File: src/rtl/mcu_stripe_reader.sv
// Streams one completed stripe (NUM_EBRS*MCUS_PER_EBR MCUs of 64 bytes) out of the
// back bank of an EBR double buffer, MCU by MCU, through a 2-entry registered skid buffer.
//
// state | meaning
// IDLE  | waiting for a frontbuffer_select toggle
// READ  | issuing EBR addresses, one per clock when the skid buffer has room
// DRAIN | all addresses issued, emptying the pipeline until the last pixel is accepted

module mcu_stripe_reader #(
   parameter int NUM_EBRS     = 5,
   parameter int MCUS_PER_EBR = 8
) (
   input  logic       clock,
   input  logic       nreset,
   input  logic       frontbuffer_select,
   output logic       read_bank,
   output logic [2:0] read_block_select,
   output logic [8:0] read_addr,
   input  logic [7:0] read_data,
   output logic [7:0] pix_data,
   output logic       pix_valid,
   input  logic       pix_ready,
   output logic       pix_first,
   output logic       pix_last_of_stripe,
   output logic       busy,
   output logic       overrun
);

   localparam int ROW_W = (MCUS_PER_EBR > 1) ? $clog2(MCUS_PER_EBR) : 1;

   typedef enum logic [1:0] {IDLE, READ, DRAIN} state_t;

   state_t           state, state_next;
   logic             fbs_q;
   logic [ROW_W-1:0] row_q;
   logic [5:0]       pix_q;
   logic             rd_valid_q, rd_first_q, rd_last_q;
   logic             skid_valid;
   logic [7:0]       skid_data;
   logic             skid_first, skid_last;

   logic             toggle, pop, room, issue, last_addr, last_mcu;
   logic [1:0]       occ_after;

   assign toggle    = frontbuffer_select ^ fbs_q;
   assign pop       = pix_valid & pix_ready;
   assign last_mcu  = (read_block_select == 3'(NUM_EBRS - 1)) &&
                      (row_q == ROW_W'(MCUS_PER_EBR - 1));
   assign last_addr = last_mcu && (pix_q == 6'd63);
   assign read_addr = 9'({row_q, pix_q});

   // Count what will still occupy the buffer after this edge, including the byte
   // returning now; a new address is only safe if its byte has a slot next clock.
   assign occ_after = 2'(pix_valid) + 2'(skid_valid) + 2'(rd_valid_q) - 2'(pop);
   assign room      = (occ_after <= 2'd1);
   assign issue     = (state == READ) && room;

   always_ff @(posedge clock or negedge nreset) begin
      if (!nreset) state <= IDLE;
      else         state <= state_next;
   end

   always_comb begin
      state_next = state;
      case (state)
         IDLE:    if (toggle) state_next = READ;
         READ:    if (issue && last_addr) state_next = DRAIN;
         DRAIN:   if (pop && pix_last_of_stripe) state_next = IDLE;
         default: state_next = IDLE;
      endcase
   end

   always_ff @(posedge clock or negedge nreset) begin
      if (!nreset) begin
         fbs_q              <= 1'b0;
         read_bank          <= 1'b0;
         read_block_select  <= 3'd0;
         row_q              <= '0;
         pix_q              <= 6'd0;
         busy               <= 1'b0;
         overrun            <= 1'b0;
         rd_valid_q         <= 1'b0;
         rd_first_q         <= 1'b0;
         rd_last_q          <= 1'b0;
         skid_valid         <= 1'b0;
         skid_data          <= 8'd0;
         skid_first         <= 1'b0;
         skid_last          <= 1'b0;
         pix_valid          <= 1'b0;
         pix_data           <= 8'd0;
         pix_first          <= 1'b0;
         pix_last_of_stripe <= 1'b0;
      end else begin
         fbs_q <= frontbuffer_select;

         if (state == IDLE && toggle) begin
            read_bank         <= ~frontbuffer_select;
            read_block_select <= 3'd0;
            row_q             <= '0;
            pix_q             <= 6'd0;
            busy              <= 1'b1;
         end else if (issue && !last_addr) begin
            pix_q <= pix_q + 6'd1;
            if (pix_q == 6'd63) begin
               if (read_block_select == 3'(NUM_EBRS - 1)) begin
                  read_block_select <= 3'd0;
                  row_q             <= row_q + ROW_W'(1);
               end else begin
                  read_block_select <= read_block_select + 3'd1;
               end
            end
         end

         if (toggle && state != IDLE) overrun <= 1'b1;
         if (state == DRAIN && pop && pix_last_of_stripe) busy <= 1'b0;

         rd_valid_q <= issue;
         rd_first_q <= (pix_q == 6'd0);
         rd_last_q  <= last_addr;

         if (!pix_valid || pop) begin
            if (skid_valid) begin
               pix_valid          <= 1'b1;
               pix_data           <= skid_data;
               pix_first          <= skid_first;
               pix_last_of_stripe <= skid_last;
               skid_valid         <= rd_valid_q;
               skid_data          <= read_data;
               skid_first         <= rd_first_q;
               skid_last          <= rd_last_q;
            end else if (rd_valid_q) begin
               pix_valid          <= 1'b1;
               pix_data           <= read_data;
               pix_first          <= rd_first_q;
               pix_last_of_stripe <= rd_last_q;
            end else begin
               pix_valid          <= 1'b0;
               pix_first          <= 1'b0;
               pix_last_of_stripe <= 1'b0;
            end
         end else if (rd_valid_q) begin
            skid_valid <= 1'b1;
            skid_data  <= read_data;
            skid_first <= rd_first_q;
            skid_last  <= rd_last_q;
         end
      end
   end

endmodule
File: config.mk
export PLATFORM = sky130hd
export DESIGN_NAME = mcu_stripe_reader
export DESIGN_NICKNAME = d
export VERILOG_FILES = /design/src/rtl/mcu_stripe_reader.sv
export SDC_FILE = /design/constraint.sdc
export NUM_CORES = 1
export LEC_CHECK = 0
export CAP_MARGIN = 20
export CORE_MARGIN = 4
export CORE_UTILIZATION = 40
export DETAILED_ROUTE_END_ITERATION = 10
export PLACE_DENSITY = 0.69
export SLEW_MARGIN = 10
export SYNTH_ARGS = -nofsm -noshare
export SYNTH_HDL_FRONTEND = slang
export SYNTH_SLANG_ARGS = --single-unit
File: constraint.sdc
create_clock -name clock -period 2.5 [get_ports clock]
set_input_delay 0.375 -clock clock [delete_from_list [all_inputs] [get_ports clock]]
set_output_delay 0.375 -clock clock [all_outputs]
set_load 0.005 [all_outputs]
### Yosys cells after proc, flatten, opt, wreduce, memory -nomap -nowiden

Cells that the tools add are included.

| word-level totals | value |
|---|---|
| bits in registers | 43 |
| input port bits | 12 |
| output and inout bits | 26 |
| word-level logic and storage cells | 100 |

| cells by class | value |
|---|---|
| $lt $le $gt $ge | 1 |
| reduce and logical (&&, ||, !) cells | 27 |
| mux-type cells | 35 |
| eq/ne operators | 9 |
| bitwise logic cells | 3 |
| add/sub/neg operators | 6 |

Operators with widths:

| kind | count |
|---|---|
| $mux 8 | 4 |
| $mux 3 | 8 |
| $mux 1 | 17 |
| $reduce_bool 2->1 | 7 |
| $mux 6 | 2 |
| $logic_and 1x1->1 | 10 |
| $add 3x1->3 const B | 2 |
| $add 6x1->6 const B | 1 |
| $eq 3x3->1 const B | 2 |
| $eq 6x6->1 const B | 1 |
| $logic_not 6->1 | 1 |
| $mux 2 | 3 |
| $ne 2x2->1 const B | 3 |
| $pmux 2 s3 | 1 |
| $reduce_and 2->1 | 3 |
| $reduce_and 3->1 | 2 |
| $add 1x1->2 | 1 |
| $add 2x1->2 | 1 |
| $eq 2x1->1 const B | 1 |
| $eq 2x2->1 const B | 1 |
| $le 2x1->1 const B | 1 |
| $logic_not 1->1 | 2 |
| $logic_not 2->1 | 1 |
| $ne 2x1->1 const B | 1 |
| other kinds (5) | 5 |

### Logic depth before layout (Yosys ltp)

| logic depth | value |
|---|---|
| word-level depth | 8 |
| gate-level depth with buffers | 9 |
| gate-level depth less buffers | 9 |

### Worst setup path before layout

OpenSTA, ideal clock, no wires.

| timing path | value |
|---|---|
| path kind | register to register |
| start point | register pix_valid |
| end point | register row_q[0] |
| clock period less this slack | 2.284 ns |
| arrival | 2.206 ns |
| path buffers | 1 |
| stages on the path, launching flop included | 10 |
| setup slack | 0.216 ns |
| required time | 2.422 ns |
| setup time | 0.078 ns |
| cells stage by stage | dfrtp_1 and2_1 ha_1 inv_1 ha_1 a21oi_4 mux2i_2 buf_6 or4_1 a21oi_1 |

| on the way | value |
|---|---|
| word-level cells in the longest chain between the ends | 8 |
| elaborated cells on any way between the ends | 9 |
| those cells by class | 3 x add/sub; 1 x order compare; 1 x bitwise; 4 x reduce/logical |

RTL lines:

| what | line | RTL |
|---|---|---|
| from (decl) | 21 | `output logic pix_valid,` |
| from (signal assigned) | 89 | `pix_valid <= 1'b0;` |
| from (signal assigned) | 123 | `pix_valid <= 1'b1;` |
| from (signal assigned) | 132 | `pix_valid <= 1'b1;` |
| $add 1x1->2 | 54 | `assign occ_after = 2'(pix_valid) + 2'(skid_valid) + 2'(rd_valid_q) - 2'(pop);` |
| $add 2x1->2 | 54 |  |
| $sub 2x1->2 * | 54 |  |
| $le 2x1->1 * | 55 | `assign room = (occ_after <= 2'd1);` |
| $logic_and 1x1->1 * | 56 | `assign issue = (state == READ) && room;` |
| $logic_and 1x1->1 * | 102 | `end else if (issue && !last_addr) begin` |
| $reduce_bool 2->1 (no line) * | - |  |
| $reduce_and 3->1 (no line) * | - |  |
| to (signal assigned) | 107 | `row_q <= row_q + ROW_W'(1);` |
| to (decl) | 35 | `logic [ROW_W-1:0] row_q;` |

Every way passes the cells marked *; elsewhere a longest branch is shown, timed or not.
A chain may end at the register's enable or synchronous reset.

### Worst setup path after layout

| timing path | value |
|---|---|
| start point | input pix_ready |
| end point | register row_q[0] |

| on the way | value |
|---|---|
| word-level cells in the longest chain between the ends | 7 |

RTL lines:

| what | line | RTL |
|---|---|---|
| from (decl) | 22 | `input logic pix_ready,` |
| $and 1x1->1 | 46 | `assign pop = pix_valid & pix_ready;` |
| $sub 2x1->2 | 54 |  |
| $le 2x1->1 | 55 |  |
| $logic_and 1x1->1 | 56 |  |
| $logic_and 1x1->1 | 102 |  |
| $reduce_bool 2->1 (no line) | - |  |
| $reduce_and 3->1 (no line) | - |  |

Every way passes these cells.

==> metrics.cfg <==
[drt]
drc=0
antenna_left=0
drt_wl_total_um=4320
wl_per_cell_um=13.9
vias=1606
via_per_inst=5.16
dr.pass1.iters=4
first_iter_violations=100

[worst_setup_path]
cpPeakStageDelay_ns=0.50
crit_type=primary input to register
cp_top_family=simple AND/OR/NAND/NOR gates
critPathCaptureType=register
worstPathArrival_ns=2.63
crit_buf_inv=3
r2r_start=pix_valid
start_kind=primary input
crit_path_cell_trace=clkdlybuf4s50_1 -> and2_1 -> ha_1 -> inv_1 -> ha_4 -> a21oi_4 -> mux2i_4 -> buf_6 -> or4_1 -> a21oi_1
required_ns=2.71
worstPathMaxFanout=8
crit_start=pix_ready
slowest_stage=or4_1

[floorplanning]
design.core.area_mm2=0.00488
initial_core_util_pct=42.4
die_h_um=79.9
io_pins=38
die_w_um=79.9
die-area_mm2=0.00638
rows=25

[final_layout]
area_growth_pct=31.0
register_area_mm2=0.00108
instances_no_fill=311
multi_input_area_um2=957
fill_cells=447
n_antenna_cell=0
drive_above_1_share_pct=15.2
layout.nets=264

[synthesis]
async_flop_share_pct=100
synth_edf_count=0
synth_top_cell_by_area=dfrtp_1
synth_top_area_share_pct=52.0
synth_cells=194
synthesis.nets=214
syn_area_mm2=0.00207
ys_warn_count=0
synthTopCellsByArea=dfrtp_1 52%, mux2i_1 5.8%, mux2_2 5.4%
ys.flop_type=dfrtp_1
ys_types=37
ys_seq_area_share_pct=52.0
avgSynthCellArea_um2=10.7
synth-seq-cells=43

[sta]
finalHoldViolations=0
finClkSkew_ns=0.00346
post-route-min-period_ns=2.42
setup_viol=0
tns_ns=0
max_freq_mhz=414
max-slew-margin-rel_pct=36.0
hold_ws_ns=0.477
slew_viol_final=0
post-route-period-util_pct=96.6
max_slew.worst_pin.slew_ns=0.956

[clock_tree]
cts_tree=built
cts-buffers-inserted=5
cts.sinks=43
cts_root_buf=clkbuf_8
clk_pin_slew_worst_paths_ns=0.08
clock_latency_ns=0.28
htreeDepth=2
clk_path_buf_depth=2

[grt]
grt_pass1_wl_um=7330
grtUsageTotal_pct=14.7
grt_overflow=0
grt_pass1_vias=1590
grt_max_degree=19
antenna_found_initial=0

[pwr]
power_density_mw_per_mm2=1090
ir_worst_vdd_uv=525
static-leakage-power_uw=0.00118

[placed_design]
dp_hpwl_um=3160
place.gp.congestion=0.815
dp.cells=302
portBuffers=37

[worst_hold_path]
hold_start=overrun
hold_path_class=register to register

[flow_run]
max_cap_viol_count=0

[outcome]
status=completed

[sequential cells by signal (all words and copies together) (netlist names)]
name                flops
fbs_q                   1
pix_valid               1
skid_data               8
pix_last_of_stripe      1
read_block_select       3
read_bank               1
pix_data                8
row_q                   3
rd_first_q              1
rd_last_q               1
rd_valid_q              1
pix_first               1
overrun                 1
skid_first              1
busy                    1
pix_q                   6
state                   2
skid_valid              1
skid_last               1
[through the flow]
step           utilization (%)  setup WS [ns]  area, um^2  power [uW]
6_report                  55.5         0.0842        2710        2970
5_1_grt                   55.5       -0.00730        2710        3210
4_1_cts                   54.7         0.0503        2670        2890
3_5_place_dp              52.7         -0.275        2570        2440
3_3_place_gp              52.7         -0.207        2570        2400
2_1_floorplan                -          0.216        2070        1870
[timing repair]
action	in CTS	in global routing
gates resized for setup	0	5
setup endpoints to repair	0	5
endpoints found under the hold margin	12	0
setup buffers	0	1
hold buffers	1	0
[layout by cell type, fill, tap and decap left out, drive strengths merged]
cell type	n
dlygate4sd3	1
and4	1
nor2	22
nand2	12
o31ai	5
mux2	10
mux2i	13
buf	11
and3b	1
nand4	3
nor3b	1
and3	3
xnor2	1
clkbuf	6
and2	3
ha	8
o22ai	1
nand3	10
or4	3
nand2b	2
clkdlybuf4s50	36
clkinv	1
nor2b	2
a21oi	19
o22a	1
nor4	1
a31o	1
inv	10
a221oi	2
o311ai	1
or3	1
dfrtp	43
o21ai	6
nor3	1
or2b	1
xor2	1
[synthesized netlist by cell type (2+ instances only)]
master	number
nor2b_1	2
clkbuf_1	4
mux2i_1	12
mux2_2	10
nand4_1	3
o31ai_1	5
nor2_1	22
dfrtp_1	43
a221oi_1	2
nand2b_1	2
ha_1	8
inv_1	9
or4_1	3
nand3_1	10
nand2_1	12
a21oi_1	17
and3_1	3
and2_1	3
o21ai_0	6
[worst paths after layout]
path / slack, ns / cells after the start / to
max in group asynchronous: 1.41 / 3 / rd_valid_q
min in group asynchronous: 0.54 / 2 / skid_data[3]
min reg2reg: 0.48 / 1 / overrun
max: 0.08 / 10 / row_q[0]
min: 0.48 / 1 / overrun
max reg2reg: 0.25 / 9 / row_q[0]
[report_power, final]
part / internal, uW / switching (uW)
Sequential: 926 / 174
Clock: 217 / 221
Combinational: 783 / 645
[layout make-up]
class,count,share of cell area [%]
Inverter,10,1.39
Sequential cell,43,39.7
Clock buffer,6,3.05
Tap cell,67,3.09
Multi-Input combinational cell,136,35.3
Timing Repair Buffer,48,17.2
Clock inverter,1,0.185
[per-layer routing]
metal	wire length, um	track usage [%]
met5	0	0
met4	42	4.22
met3	144	3.72
met2	2150	24.4
met1	1980	18.8
[kinds of logic (layout without fill, tap and decap cells)]
logic type | after synthesis | in the layout | share of synthesized area (%)
buffers and inverters | 15 | 65 | 3.08
AND/OR/NAND/NOR | 67 | 67 | 16.3
adder cells (fa/ha/maj) | 8 | 8 | 4.84
XOR/XNOR | 2 | 2 | 0.847
multiplexers | 23 | 23 | 11.9
flip-flops | 43 | 43 | 52.0
AO/OA/AOI/OAI | 36 | 36 | 11.0
Note: power is estimated with default switching activity, not from simulation.
